--- src/rtl/mem_bus_arbiter_pkg.sv ---
// Shared encodings for the memory bus arbiter: access size codes, FSM states and port ids.
// Pure declarations; no logic, no latency, no flow control.
package mem_bus_arbiter_pkg;

    localparam logic [1:0] SZ_B = 2'b00;
    localparam logic [1:0] SZ_H = 2'b01;
    localparam logic [1:0] SZ_W = 2'b10;

    typedef enum logic [1:0] {
        ST_IDLE   = 2'b00,
        ST_BUS_IF = 2'b01,
        ST_BUS_LS = 2'b10,
        ST_RESP   = 2'b11
    } state_e;

    typedef enum logic {
        PORT_IF = 1'b0,
        PORT_LS = 1'b1
    } port_e;

endpackage

--- src/rtl/lsu_lane_align.sv ---
// Byte-lane steering: byte enables, replicated store data, misalignment flag and load extraction.
// Purely combinational (zero latency); no flow control of its own.
module lsu_lane_align
    import mem_bus_arbiter_pkg::*;
(
    input  logic [1:0]  req_size_i,
    input  logic [1:0]  req_off_i,
    input  logic [31:0] req_wdata_i,
    output logic [3:0]  be_o,
    output logic [31:0] wdata_o,
    output logic        mis_o,
    input  logic [1:0]  rsp_size_i,
    input  logic        rsp_sext_i,
    input  logic [1:0]  rsp_off_i,
    input  logic [31:0] rsp_rdata_i,
    output logic [31:0] rdata_o
);

    logic [31:0] shifted;

    always_comb begin
        be_o    = 4'b0000;
        wdata_o = req_wdata_i;
        mis_o   = 1'b0;
        case (req_size_i)
            SZ_B: begin
                be_o    = 4'b0001 << req_off_i;
                wdata_o = {4{req_wdata_i[7:0]}};
            end
            SZ_H: begin
                be_o    = 4'b0011 << req_off_i;
                wdata_o = {2{req_wdata_i[15:0]}};
                mis_o   = req_off_i[0];
            end
            SZ_W: begin
                be_o  = 4'b1111;
                mis_o = |req_off_i;
            end
            // The reserved size code never reaches the bus.
            default: mis_o = 1'b1;
        endcase
    end

    assign shifted = rsp_rdata_i >> {rsp_off_i, 3'b000};

    always_comb begin
        rdata_o = shifted;
        case (rsp_size_i)
            SZ_B:    rdata_o = {{24{rsp_sext_i & shifted[7]}}, shifted[7:0]};
            SZ_H:    rdata_o = {{16{rsp_sext_i & shifted[15]}}, shifted[15:0]};
            default: rdata_o = shifted;
        endcase
    end

endmodule

--- src/rtl/mem_bus_arbiter.sv ---
// Round-robin share of one memory bus between fetch and load/store; 4 cycles req->done on a zero-wait bus, 2 if misaligned.
// Requesters hold req until their done pulse; the bus holds m_req until m_ack/m_err or the timeout expires.
module mem_bus_arbiter
    import mem_bus_arbiter_pkg::*;
#(
    parameter int TO_CYC = 255,
    parameter int TO_W   = 16
) (
    input  logic        clk,
    input  logic        rst,
    input  logic        if_req,
    input  logic [31:0] if_addr,
    output logic [31:0] if_rdata,
    output logic        if_done,
    output logic        if_err,
    output logic        if_mis,
    input  logic        ls_req,
    input  logic        ls_we,
    input  logic [1:0]  ls_size,
    input  logic        ls_sext,
    input  logic [31:0] ls_addr,
    input  logic [31:0] ls_wdata,
    output logic [31:0] ls_rdata,
    output logic        ls_done,
    output logic        ls_err,
    output logic        ls_mis,
    output logic        m_req,
    output logic        m_we,
    output logic [31:0] m_addr,
    output logic [3:0]  m_be,
    output logic [31:0] m_wdata,
    input  logic        m_ack,
    input  logic        m_err,
    input  logic [31:0] m_rdata
);

    localparam logic [TO_W-1:0] TO_LAST = TO_W'(TO_CYC - 1);

    state_e          state_q, state_d;
    port_e           port_q, port_d, last_q, last_d;
    logic [TO_W-1:0] cnt_q, cnt_d;
    logic [1:0]      size_q, off_q;
    logic            sext_q, m_we_q;
    logic [31:0]     m_addr_q, m_wdata_q;
    logic [3:0]      m_be_q;
    logic [31:0]     if_rdata_q, ls_rdata_q;
    logic            if_err_q, if_mis_q, ls_err_q, ls_mis_q;

    logic            sel_ls, grant, bus_fin, bus_fail, g_mis;
    logic [1:0]      g_size;
    logic [31:0]     g_addr, g_wdata, ld_data;
    logic [3:0]      g_be;

    // On contention, the port that did not win last time gets the bus.
    assign sel_ls = ls_req & (~if_req | (last_q == PORT_IF));
    assign g_size = sel_ls ? ls_size : SZ_W;
    assign g_addr = sel_ls ? ls_addr : if_addr;

    lsu_lane_align u_align (
        .req_size_i  (g_size),
        .req_off_i   (g_addr[1:0]),
        .req_wdata_i (ls_wdata),
        .be_o        (g_be),
        .wdata_o     (g_wdata),
        .mis_o       (g_mis),
        .rsp_size_i  (size_q),
        .rsp_sext_i  (sext_q),
        .rsp_off_i   (off_q),
        .rsp_rdata_i (m_rdata),
        .rdata_o     (ld_data)
    );

    always_comb begin
        state_d  = state_q;
        port_d   = port_q;
        last_d   = last_q;
        cnt_d    = cnt_q;
        grant    = 1'b0;
        bus_fin  = 1'b0;
        bus_fail = 1'b0;
        case (state_q)
            ST_IDLE: begin
                if (if_req | ls_req) begin
                    grant   = 1'b1;
                    port_d  = sel_ls ? PORT_LS : PORT_IF;
                    last_d  = port_d;
                    state_d = g_mis ? ST_RESP : (sel_ls ? ST_BUS_LS : ST_BUS_IF);
                end
            end
            ST_BUS_IF, ST_BUS_LS: begin
                if (m_err) begin
                    bus_fin  = 1'b1;
                    bus_fail = 1'b1;
                end else if (m_ack) begin
                    bus_fin = 1'b1;
                end else if (cnt_q == TO_LAST) begin
                    bus_fin  = 1'b1;
                    bus_fail = 1'b1;
                end else begin
                    cnt_d = cnt_q + TO_W'(1);
                end
                if (bus_fin) begin
                    state_d = ST_RESP;
                    cnt_d   = '0;
                end
            end
            default: state_d = ST_IDLE;
        endcase
    end

    always_ff @(posedge clk) begin
        if (rst) begin
            state_q    <= ST_IDLE;
            port_q     <= PORT_IF;
            last_q     <= PORT_IF;
            cnt_q      <= '0;
            size_q     <= SZ_B;
            off_q      <= 2'b00;
            sext_q     <= 1'b0;
            m_we_q     <= 1'b0;
            m_addr_q   <= '0;
            m_be_q     <= '0;
            m_wdata_q  <= '0;
            if_rdata_q <= '0;
            if_err_q   <= 1'b0;
            if_mis_q   <= 1'b0;
            ls_rdata_q <= '0;
            ls_err_q   <= 1'b0;
            ls_mis_q   <= 1'b0;
        end else begin
            state_q <= state_d;
            port_q  <= port_d;
            last_q  <= last_d;
            cnt_q   <= cnt_d;
            if (grant && !g_mis) begin
                m_we_q    <= sel_ls & ls_we;
                m_addr_q  <= {g_addr[31:2], 2'b00};
                m_be_q    <= g_be;
                m_wdata_q <= g_wdata;
                size_q    <= g_size;
                sext_q    <= sel_ls & ls_sext;
                off_q     <= g_addr[1:0];
            end
            if (grant && g_mis) begin
                if (sel_ls) begin
                    ls_mis_q <= 1'b1;
                    ls_err_q <= 1'b0;
                end else begin
                    if_mis_q <= 1'b1;
                    if_err_q <= 1'b0;
                end
            end
            // Status lands on the edge into RESP so it is valid with done and held afterwards.
            if (bus_fin) begin
                if (port_q == PORT_LS) begin
                    ls_mis_q <= 1'b0;
                    ls_err_q <= bus_fail;
                    if (!bus_fail && !m_we_q) ls_rdata_q <= ld_data;
                end else begin
                    if_mis_q <= 1'b0;
                    if_err_q <= bus_fail;
                    if (!bus_fail) if_rdata_q <= ld_data;
                end
            end
        end
    end

    assign m_req    = (state_q == ST_BUS_IF) || (state_q == ST_BUS_LS);
    assign m_we     = m_we_q;
    assign m_addr   = m_addr_q;
    assign m_be     = m_be_q;
    assign m_wdata  = m_wdata_q;
    assign if_done  = (state_q == ST_RESP) && (port_q == PORT_IF);
    assign ls_done  = (state_q == ST_RESP) && (port_q == PORT_LS);
    assign if_rdata = if_rdata_q;
    assign if_err   = if_err_q;
    assign if_mis   = if_mis_q;
    assign ls_rdata = ls_rdata_q;
    assign ls_err   = ls_err_q;
    assign ls_mis   = ls_mis_q;

endmodule

--- config.mk ---
export PLATFORM = sky130hd
export DESIGN_NAME = mem_bus_arbiter
export DESIGN_NICKNAME = d
export VERILOG_FILES = /design/src/rtl/mem_bus_arbiter_pkg.sv /design/src/rtl/lsu_lane_align.sv /design/src/rtl/mem_bus_arbiter.sv
export SDC_FILE = /design/constraint.sdc
export NUM_CORES = 1
export LEC_CHECK = 0
export BUFFER_PORTS_ARGS = -buffer_cell sky130_fd_sc_hd__buf_4
export CAP_MARGIN = 10
export CELL_PAD_IN_SITES_DETAIL_PLACEMENT = 1
export CELL_PAD_IN_SITES_GLOBAL_PLACEMENT = 2
export CORE_ASPECT_RATIO = 0.75
export CORE_MARGIN = 2
export CORE_UTILIZATION = 30
export CTS_BUF_LIST = sky130_fd_sc_hd__clkbuf_4
export CTS_CLUSTER_SIZE = 10
export DETAILED_ROUTE_END_ITERATION = 6
export PLACE_DENSITY_LB_ADDON = 0.1
export SYNTH_ARGS = -nofsm -noshare
export SYNTH_HDL_FRONTEND = slang
export SYNTH_HIERARCHICAL = 1
export SYNTH_SLANG_ARGS = --single-unit
export TNS_END_PERCENT = 1
--- constraint.sdc ---
create_clock -name clk -period 4.5 [get_ports clk]
set_input_delay 0.45 -clock clk [delete_from_list [all_inputs] [get_ports clk]]
set_output_delay 0.45 -clock clk [all_outputs]
set_load 0.02 [all_outputs]
==> out/qor.yml <==
routed_via_density: 4.88
ys_types: 58
crit_cells: 8
grt_setup_unrepaired: "no"
vdd_ir_drop_max_mv: 0.168
ys_seq_elements: 159
grt_pass1_vias: 7379
die_x_um: 187
power_leakage_nw: 4.07
finalPower_mw: 4.16
synthTopCellsByCount: "nand2_1, dfxtp_1, a21oi_1, mux2i_1, clkbuf_1"
cts.clk_slew.worst_paths_ns: 0.12
port_buffers: 275
grt_use_met3: 0.0680
initial_core_util: 0.304
grt_remaining_overflow: 0
drt-initial-drc-count: 256
hold_buffers: 0
post_cts_buffers: 0
synth-seq-area-share: 0.420
syn_area_per_cell_um2: 8.09
finalCriticalPeriod_ns: 2.73
die_h_um: 142
synth.most_common_cell: "nand2_1"
grt.busiest_layer: "met2"
clockBufferDepth: 2
drtPass1Iterations: 4
synth_ff_type: "dfxtp_1"
clock_sinks: 159
crit_start: "last_q"
critical_path_required_ns: 4.98
drive_above_1_share: 0.306
cts_root_buf: "clkbuf_4"
ys_top_cells_by_area: "dfxtp_1, nand2_1, a21oi_1"
crit_family: "compound AO/OA/AOI/OAI gates"
postRouteAntennaNets: 0
fin_setup_tns_ns: 0
fin_crit_sh: 0.606
synth_top_cell_by_area: "dfxtp_1"
cts.htree.levels: 4
ctsResizeCount: 0
multi_input_area_mm2: 0.00396
vias: 7376
hold_viol_final: 0
antenna_found_initial: 1
fillerInstances: 3062
worstSkewPairLatency_ns: 0.59
path_class: "register to register"
ys_warn_count: 6
syn-cell-area_mm2: 0.00758
routedWlPerCell_um: 17.8
synthArstFlopShare: 0
finalNetCount: 1304
path_cells: "a21boi_4 > mux2_2 > o21a_1 > o22a_1 > nor3b_2 > buf_12 > nor2_1 > a211oi_1"
timing.rr.end: "m_addr[11]"
grt_usage: 0.202
critPathBufInv: 1
cpMaxStageDelayCell: "dfxtp_1"
max-cap-violations: 0
reg2reg_slack_ns: 1.77
synth_top_area_share: 0.420
setup_viol: 0
area_growth_syn_to_layout_pct: 33.3
met2_usage: 0.316
grt_pass1_wl_um: 42100
clock-skew-final_ns: 0.0204
worstMarginPinSlew_ns: 0.805
max_stage_delay_ns: 0.45
cp-end-kind: "register"
critical_path_arrival_ns: 3.20
hpwl_um: 19600
core-area_mm2: 0.0249
status: "finished, final reports clean"
p_per_area_mw_per_mm2: 412
slew_viol_final: 0
crit_end: "m_addr[11]"
numCtsBuffers: 17
gp_congestion: 0.775
grt_use_met1: 0.269
boundaryPins: 278
grt_start_max_net_pins: 103
register_area_mm2: 0.00318
hp-class: "input port to register"
dieArea_mm2: 0.0266
rr_worst_depth: 8
slew_headroom: 0.464
routed_wl_um: 27000
startpoint_type: "register"
synth-edff-count: 0
row_count: 50
crit_path_max_fanout: 102
remaining_drc_errors: 0
post-route-util: 0.406
r2r_start: "last_q"
fmax_ghz: 0.367
cts_tree: "yes"
synthCells: 936
-- through the flow --
step / hold slack, ns / setup WS [ns] / std cells / area, um2
after floorplan: 0.454 / 1.75 / 937 / 7580
after global placement: 0.442 / 1.72 / 1480 / 9780
after detailed placement: 0.448 / 1.67 / 1480 / 9780
after CTS: 0.0476 / 1.75 / 1511 / 10100
after global routing: 0.0629 / 1.58 / 1512 / 10100
final: 0.108 / 1.77 / 1512 / 10100
-- area by class of cell --
| type | count | area share |
|---|---|---|
| diodes | 1 | 0.000248 |
| repair buffers | 288 | 0.215 |
| multi-input cells | 683 | 0.392 |
| inverters | 12 | 0.00446 |
| well taps | 338 | 0.0419 |
| clock inverters | 12 | 0.0167 |
| flip-flops and latches | 159 | 0.315 |
| clock buffers | 19 | 0.0141 |
-- logic make-up (layout without fill, tap and decap cells) --
logic type | count (synthesis) | in the layout | share of synthesized area
compound gates | 230 | 230 | 0.184
fa+ha+maj | 5 | 5 | 0.00826
buf+inv | 95 | 331 | 0.0603
mux | 80 | 80 | 0.109
simple gates | 361 | 361 | 0.212
flops | 159 | 159 | 0.420
other cells | 1 | 3 | 0.000495
xor+xnor | 5 | 5 | 0.00578
-- metal layers --
layer  up-vias  part of all wire  wire, um
met1      3540              0.48     12800
met4         0             0.014       380
met5         -                 0         0
met3        23             0.068      1830
met2       150              0.44     11900
li1       3663                 -         -
-- state kept, by name, indices dropped and copies added, names as in the netlist --
signal and count:
off_q 2, ls_mis 1, if_rdata 32, if_mis 1, size_q 2, state_q 2, m_we 1, m_be 4
m_wdata 32, m_addr 30, ls_rdata 32, sext_q 1, last_q 1, if_err 1, ls_err 1, cnt_q 16
-- cell usage in the layout, fill, tap and decap left out, types with 3 or more instances in the layout --
master	synthesis	final
a21oi_1	125	125
nand2_1	228	228
xnor2_1	4	4
a211oi_1	38	38
o2bb2ai_1	8	8
a21boi_0	10	9
dfxtp_1	159	159
nand3b_1	3	3
inv_1	12	12
clkbuf_4	0	19
mux2_2	19	19
mux2i_1	60	60
ha_1	5	5
nand3_1	17	17
a31oi_1	6	6
buf_4	14	287
nor3_1	6	6
nand2b_1	7	7
and2_1	3	3
nor2_1	48	47
o21ai_0	16	16
o21a_1	4	4
bufinv_16	0	4
nor2_2	2	3
nor4_1	3	3
or3_1	4	4
nand4_1	5	5
clkinv_2	0	4
or2_2	10	10
o22ai_1	8	8
nor2b_1	10	10
-- how the worst min path moves through the flow --
| stage | depth (start not counted) | from | slack [ns] | end |
|---|---|---|---|---|
| floorplan | 2 | cnt_q[15] | 0.45 | cnt_q[15] |
| global placement | 2 | m_wdata[23] | 0.44 | m_wdata[23] |
| detailed placement | 2 | if_rdata[12] | 0.45 | if_rdata[12] |
| CTS | 2 | if_req | 0.05 | last_q |
| global route | 2 | if_req | 0.06 | last_q |
| finish | 2 | if_req | 0.11 | last_q |
-- worst register-to-register path, delay by kind of cell, from the launching register on --
kind | cells | cell delay, ns
AND/OR/NAND/NOR | 2 | 0.42
multiplexers | 1 | 0.43
AO/OA/AOI/OAI | 4 | 0.95
buffers and inverters | 1 | 0.39
flip-flops | 1 | 0.45
-- report_power, final --
group	switching, mW	leakage [nW]	internal, mW	total, mW
clock	0.539	0.170	0.446	0.985
combinational	0.932	2.61	0.575	1.51
sequential	0.104	1.29	1.57	1.67
total	1.57	4.07	2.59	4.16
Note: power is estimated with default switching activity, not from simulation.
